==> src/rtl/instr_sequencer_pkg.sv <==
// Shared types and constants for the instruction sequencer: FSM states,
// opcode encodings and the default ALU wait timeout.
package instr_sequencer_pkg;

    typedef enum logic [2:0] {
        S_IDLE,
        S_FETCH,
        S_DECODE,
        S_EXEC,
        S_WAIT,
        S_WB,
        S_HALT
    } state_e;

    localparam logic [2:0] OP_ADD  = 3'b000;
    localparam logic [2:0] OP_SUB  = 3'b001;
    localparam logic [2:0] OP_MUL  = 3'b010;
    localparam logic [2:0] OP_DIV  = 3'b011;
    localparam logic [2:0] OP_MOD  = 3'b100;
    localparam logic [2:0] OP_CMP  = 3'b101;
    localparam logic [2:0] OP_NOP  = 3'b110;
    localparam logic [2:0] OP_HALT = 3'b111;

    localparam int TIMEOUT_DEF = 15;

    function automatic logic is_multicycle(input logic [2:0] op);
        return (op == OP_DIV) || (op == OP_MOD);
    endfunction

    function automatic logic writes_back(input logic [2:0] op);
        return op <= OP_MOD;
    endfunction

endpackage

==> src/rtl/seq_watchdog.sv <==
// Wait-cycle counter for multi-cycle ALU ops; expired_o flags the last
// permitted WAIT cycle so the FSM can give up without an extra cycle.
module seq_watchdog #(
    parameter int TIMEOUT = 15
) (
    input  logic clock,
    input  logic reset,
    input  logic clear_i,
    input  logic cnt_en_i,
    output logic expired_o
);
    localparam int CW = $clog2(TIMEOUT + 1);

    logic [CW-1:0] cnt_q, cnt_d;

    always_comb begin
        cnt_d = cnt_q;
        if (clear_i)
            cnt_d = '0;
        else if (cnt_en_i)
            cnt_d = cnt_q + 1'b1;
    end

    always_ff @(posedge clock or posedge reset) begin
        if (reset)
            cnt_q <= '0;
        else
            cnt_q <= cnt_d;
    end

    assign expired_o = (cnt_q == CW'(TIMEOUT - 1));

endmodule

==> src/rtl/instr_sequencer.sv <==
// Fetch/decode/execute/write-back sequencer walking a program of up to 16
// instructions from a synchronous instruction memory.
module instr_sequencer
    import instr_sequencer_pkg::*;
#(
    parameter int TIMEOUT = TIMEOUT_DEF
) (
    input  logic       clock,
    input  logic       reset,
    input  logic       ena,
    input  logic       start,
    input  logic [3:0] prog_len,
    output logic [3:0] imem_addr,
    input  logic [7:0] imem_data,
    output logic [7:0] dec_instr,
    output logic       dec_ena,
    input  logic       alu_done,
    output logic       wb_strobe,
    output logic       busy,
    output logic       done,
    output logic       error,
    output logic [3:0] pc
);
    state_e     state_q, state_d;
    logic [3:0] pc_q, pc_d;
    logic [3:0] len_q, len_d;
    logic [7:0] instr_q, instr_d;
    logic       err_q, err_d;
    logic       wd_clear, wd_cnt, wd_expired;
    logic [2:0] opcode;

    assign opcode = instr_q[7:5];

    always_ff @(posedge clock or posedge reset) begin
        if (reset) begin
            state_q <= S_IDLE;
            pc_q    <= '0;
            len_q   <= '0;
            instr_q <= '0;
            err_q   <= 1'b0;
        end else if (ena) begin
            state_q <= state_d;
            pc_q    <= pc_d;
            len_q   <= len_d;
            instr_q <= instr_d;
            err_q   <= err_d;
        end
    end

    always_comb begin
        state_d   = state_q;
        pc_d      = pc_q;
        len_d     = len_q;
        instr_d   = instr_q;
        err_d     = err_q;
        dec_ena   = 1'b0;
        wb_strobe = 1'b0;
        wd_clear  = 1'b0;
        wd_cnt    = 1'b0;
        case (state_q)
            S_IDLE, S_HALT: begin
                if (start) begin
                    state_d = S_FETCH;
                    pc_d    = '0;
                    len_d   = prog_len;
                    err_d   = 1'b0;
                end
            end
            S_FETCH:  state_d = S_DECODE;
            S_DECODE: begin
                instr_d = imem_data;
                dec_ena = ena;
                state_d = S_EXEC;
            end
            S_EXEC: begin
                wd_clear = ena;
                state_d  = is_multicycle(opcode) ? S_WAIT : S_WB;
            end
            S_WAIT: begin
                // alu_done wins over expiry so a completion on the last cycle still commits
                if (alu_done) begin
                    state_d = S_WB;
                end else if (wd_expired) begin
                    err_d   = 1'b1;
                    state_d = S_HALT;
                end else begin
                    wd_cnt = ena;
                end
            end
            S_WB: begin
                wb_strobe = ena && writes_back(opcode);
                if (opcode == OP_HALT || pc_q == len_q || pc_q == 4'hF) begin
                    state_d = S_HALT;
                end else begin
                    pc_d    = pc_q + 4'd1;
                    state_d = S_FETCH;
                end
            end
            default: state_d = S_IDLE;
        endcase
    end

    seq_watchdog #(.TIMEOUT(TIMEOUT)) u_watchdog (
        .clock     (clock),
        .reset     (reset),
        .clear_i   (wd_clear),
        .cnt_en_i  (wd_cnt),
        .expired_o (wd_expired)
    );

    assign imem_addr = pc_q;
    assign pc        = pc_q;
    assign dec_instr = instr_q;
    assign error     = err_q;
    assign done      = (state_q == S_HALT);
    assign busy      = (state_q == S_FETCH) || (state_q == S_DECODE) || (state_q == S_EXEC)
                    || (state_q == S_WAIT) || (state_q == S_WB);

endmodule

==> config.mk <==
export PLATFORM = sky130hd
export DESIGN_NAME = instr_sequencer
export DESIGN_NICKNAME = d
export VERILOG_FILES = /design/src/rtl/instr_sequencer_pkg.sv /design/src/rtl/seq_watchdog.sv /design/src/rtl/instr_sequencer.sv
export SDC_FILE = /design/constraint.sdc
export NUM_CORES = 1
export LEC_CHECK = 0
export CORE_UTILIZATION = 50
export DETAILED_ROUTE_END_ITERATION = 8
export PLACE_DENSITY = 0.9
export SLEW_MARGIN = 10
export SYNTH_ARGS = -nofsm -noshare
export SYNTH_HDL_FRONTEND = slang
export SYNTH_HIERARCHICAL = 1
export SYNTH_SLANG_ARGS = --single-unit
==> constraint.sdc <==
create_clock -name clock -period 4.6 [get_ports clock]
set_input_delay 0.69 -clock clock [delete_from_list [all_inputs] [get_ports clock]]
set_output_delay 0.69 -clock clock [all_outputs]
set_load 0.01 [all_outputs]
After elaboration in Yosys (flattened, before gate mapping)
Cells that the tools add are included.
{ "totals": {"ff_bits": 24, "word_cells": 65, "inputBits": 17} }
{ "classes": {"n_mux": 21, "order_cmp": 1, "n_reduce_logical": 18, "eq_ne": 17, "addsub": 2} }
{ "op_table": {"columns": ["op", "n"], "rows": [
  ["3-bit one-hot mux with 6 select lines", 1],
  ["4-bit 2-to-1 mux", 4],
  ["3-bit == test, second input constant", 5],
  ["3-bit 2-to-1 mux", 4],
  ["1-bit 2-to-1 mux", 10],
  ["3-bit by 2-bit == test with 1-bit output, second input constant", 3],
  ["4-bit by 1-bit adder with 4-bit output, second input constant", 2],
  ["4-bit == test, second input constant", 2],
  ["4-bit one-hot mux with 2 select lines", 1],
  ["1-bit logical OR", 7],
  ["2-bit inequality test, second input constant", 3],
  ["3-bit AND reduction", 2],
  ["2-bit nonzero test", 3],
  ["5-bit AND reduction", 1],
  ["4-bit == test", 1],
  ["4-bit AND reduction", 1],
  ["3-bit by 1-bit == test with 1-bit output, second input constant", 1],
  ["3-bit less-or-equal comparator, second input constant", 1],
  ["3-bit logical NOT", 1],
  ["3-bit by 2-bit inequality test with 1-bit output, second input constant", 1],
  ["2-bit by 1-bit inequality test with 1-bit output, second input constant", 1],
  ["1-bit one-hot mux with 2 select lines", 1],
  ["2-bit AND reduction", 1],
  ["2-bit OR reduction", 1],
  ["1-bit logical AND", 1]
]} }

Longest topological paths before layout
{ "logic_depth": {"ltp_word": 6, "depth_mapped": 8, "ltp_nobuf": 8} }

Cells and area by module
The synthesis kept the hierarchy.
{ "modules_own_cells": {"columns": ["module", "area_per_inst_um2", "cells_each", "instances"], "rows": [
  ["instr_sequencer", 1126.1, 115, 1],
  ["seq_watchdog", 216.5, 20, 1]
]} }

Worst setup path before layout
OpenSTA, ideal clock, no wires.
{ "synth_path": {"path_type": "input-to-output", "startpoint": "input port ena", "endpoint": "output port dec_ena", "stages": 4, "setup_slack_ns": 2.362, "arrival_time_ns": 1.548, "required_ns": 3.910, "n_path_buf": 2, "path_cell_list": "clkbuf_1 -> inv_1 -> nor3b_1 -> clkbuf_1"} }
{ "synth_via": {"elab_chain_len": 1} }
{ "synth_rtl": {"columns": ["element", "line", "text"], "rows": [
  ["start, declared", "instr_sequencer.sv:10", "input logic ena,"],
  ["1-bit 2-to-1 mux", "instr_sequencer.sv:60", "case (state_q)"],
  ["end, declared", "instr_sequencer.sv:16", "output logic dec_ena,"]
]} }
Every way passes these cells.

Worst setup path after layout
Same ends and word-level chain as after synthesis.

==> reports/metrics.cfg <==
[cts]
tritoncts = done
cts_buffers = 3
clock_sinks = 24
cts_setup_buffers = 0
clk_latency_ps = 320
clk_pin_slew_worst_paths_ps = 120
clockBufferDepth = 2
cts_resized = 0
cts_max_level = 1
clock-root-buffer = clkbuf_4
hold_buffers = 0

[drt]
vias = 1105
routedWlPerCell_um = 14.8
drt_iter0_markers = 27
drc = 0
ant_nets = 0
routed_wl_um = 2890
firstDrtPassIters = 4
via_per_inst = 5.67

[finish]
nNetsFinal = 186
stdcell_count = 195
final_cell_mix = clkdlybuf4s50_1 (37), dfrtp_1 (24), mux2_2 (12), nand2_1 (11), nor2_1 (9)
final_common_cell = clkdlybuf4s50_1
final_area_um2 = 1740
post-route-util = 0.698
drive_gt1_frac = 0.121
area_delta_synth_final_pct = 29.9
num_antenna_cells = 0

[global_routing]
grt_pass1_vias = 1058
antenna_found_initial = 0
grt_pass1_wl_um = 4750
grt_max_degree = 21
grt_overflow = 0
grtUsageTotal = 0.233

[timing]
tightest_slew_ps = 868
slew_headroom = 0.416
skew_ps = 13.2
tns_ps = 0
fin_crit_sh = 0.670
slew_violations = 0
setup_violations = 0
finalWorstPathRequiredPeriod_ps = 3080
grt_setup_unrepaired = no
max_freq_mhz = 325
hold_viol = 0

[worst_setup_path]
setup.worst_path.end_class = output port
r2r_start = u_watchdog/cnt_q[0]$_DFFE_PP0P_
arrival_ps = 2390
critPathLaunchType = primary input
crit_fanout = 10
r2r_end = u_watchdog/cnt_q[3]$_DFFE_PP0P_
worstRegToRegCells = 6
critPathKind = in -> out
ff2ff_setup_slack_ps = 2290
required_ps = 3910

[die]
rows = 18
die_h_um = 53.8
core_region_area_um2 = 2500
initial_core_util = 0.537
ios = 38
dieArea_um2 = 2900
die_x_um = 53.8

[synth]
synth_ff_type = dfrtp_1
synth_fp_nets = 155
synth_cell_type_count = 39
synth_seq_cells = 24
synth_edf_count = 0
async_flop_share = 1.00
syn_area_per_cell_um2 = 9.94
yosysWarningCount = 6
seq_area_frac_synth = 0.447
synth_cells = 135
syn-cell-area_um2 = 1340

[power_and_ir_drop]
p_int_w = 0.000692
p_total_w = 0.00111
clkPwrFrac = 0.137
p_comb_frac = 0.464
power_density_nw_per_um2 = 635
p_switching_w = 0.000417
seqPwrFrac = 0.399
p_sw_frac = 0.376
peakVddDrop_v = 0.000444
leakagePower_nw = 0.748

[min_path]
min_from = dec_instr[0]$_DFFE_PP0P_
worstHoldPathCells = 1
hold_end = dec_instr[0]$_DFFE_PP0P_
worstHoldPathType = reg -> reg

[place]
post_dp_cell_area_um2 = 1690
routabilityCongestion = 0.834
hpwl_um = 2200
dp_cells = 191
portBuffers = 37

[run_status]
status = complete, no violations

[job]
max_cap_violations = 0

-- metrics by stage --
step                      hold slack (ps)  setup WS [ps]
final                                 519           1520
after global routing                  544           1410
after CTS                             525           1520
after detailed placement              497           1560
after global placement                492           1560
after floorplan                       456           2360
-- layer usage --
metal / part of all wire / vias to the layer above / track usage
met5: 0 / - / 0
met2: 0.51 / 45 / 0.383
li1: - / 534 / -
met4: 0.015 / 0 / 0.105
met3: 0.062 / 4 / 0.0424
met1: 0.42 / 522 / 0.295
-- power by group through the flow --
stage          Clock, W  Sequential [W]  Combinational (W)
5_1_grt        0.000164        0.000461           0.000573
3_5_place_dp          0        0.000444           0.000516
2_1_floorplan         0        0.000409           0.000341
6_report       0.000152        0.000442           0.000514
4_1_cts        0.000154        0.000439           0.000519
3_3_place_gp          0        0.000433           0.000494
-- sequential cells by signal, indices dropped and copies added, names as in the netlist --
| signal | count |
|---|---|
| dec_instr | 8 |
| error | 1 |
| imem_addr | 4 |
| len_q | 4 |
| state_q | 3 |
| u_watchdog/cnt_q | 4 |
-- cells by family (layout without fill, tap and decap cells) --
logic type	Yosys count	in the layout	share of synthesized area
and+or+nand+nor	45	45	0.175
AOI/OAI and AO/OA	25	25	0.129
DFF	24	24	0.447
buffers and inverters	19	49	0.0690
muxes	14	14	0.119
xor gates and xnor gates	5	5	0.0326
adders and majority gates	3	3	0.0280
-- area by class of cell --
type	instances	area, µm²
Fill cell	188	756
Multi-Input combinational cell	92	649
Sequential cell	24	601
Timing Repair Buffer	38	378
Tap cell	30	37.5
Clock inverter	1	30.0
Inverter	7	26.3
Clock buffer	3	22.5
-- synth_stat cells (all sizes together), types with 2 or more instances --
cell | count | share of area
buf | 6 | 0.032
and3 | 2 | 0.0093
ha | 3 | 0.028
a211oi | 2 | 0.011
dfrtp | 24 | 0.45
or4 | 2 | 0.011
o21ai | 6 | 0.022
nand3 | 5 | 0.019
o211ai | 2 | 0.011
clkbuf | 6 | 0.018
mux2 | 13 | 0.11
nor2 | 9 | 0.025
o41ai | 2 | 0.019
xor2 | 4 | 0.026
nand2 | 11 | 0.031
nor2b | 3 | 0.014
or3 | 3 | 0.014
nor4 | 3 | 0.014
inv | 7 | 0.020
a21oi | 7 | 0.026
-- worst max-delay path by stage --
| stage | cells after the start | end | start |
|---|---|---|---|
| after floorplan | 4 | dec_ena | ena |
| after global placement | 5 | dec_ena | ena |
| after detailed placement | 5 | dec_ena | ena |
| after CTS | 5 | dec_ena | ena |
| after global routing | 5 | dec_ena | ena |
| final | 5 | dec_ena | ena |
-- worst max-delay path: stages --
cell and delay (ps):
clkdlybuf4s50_1 640, inv_1 110, nor3b_1 190, buf_4 200, clkdlybuf4s50_1 550
Power figures use the tool's default switching activity.
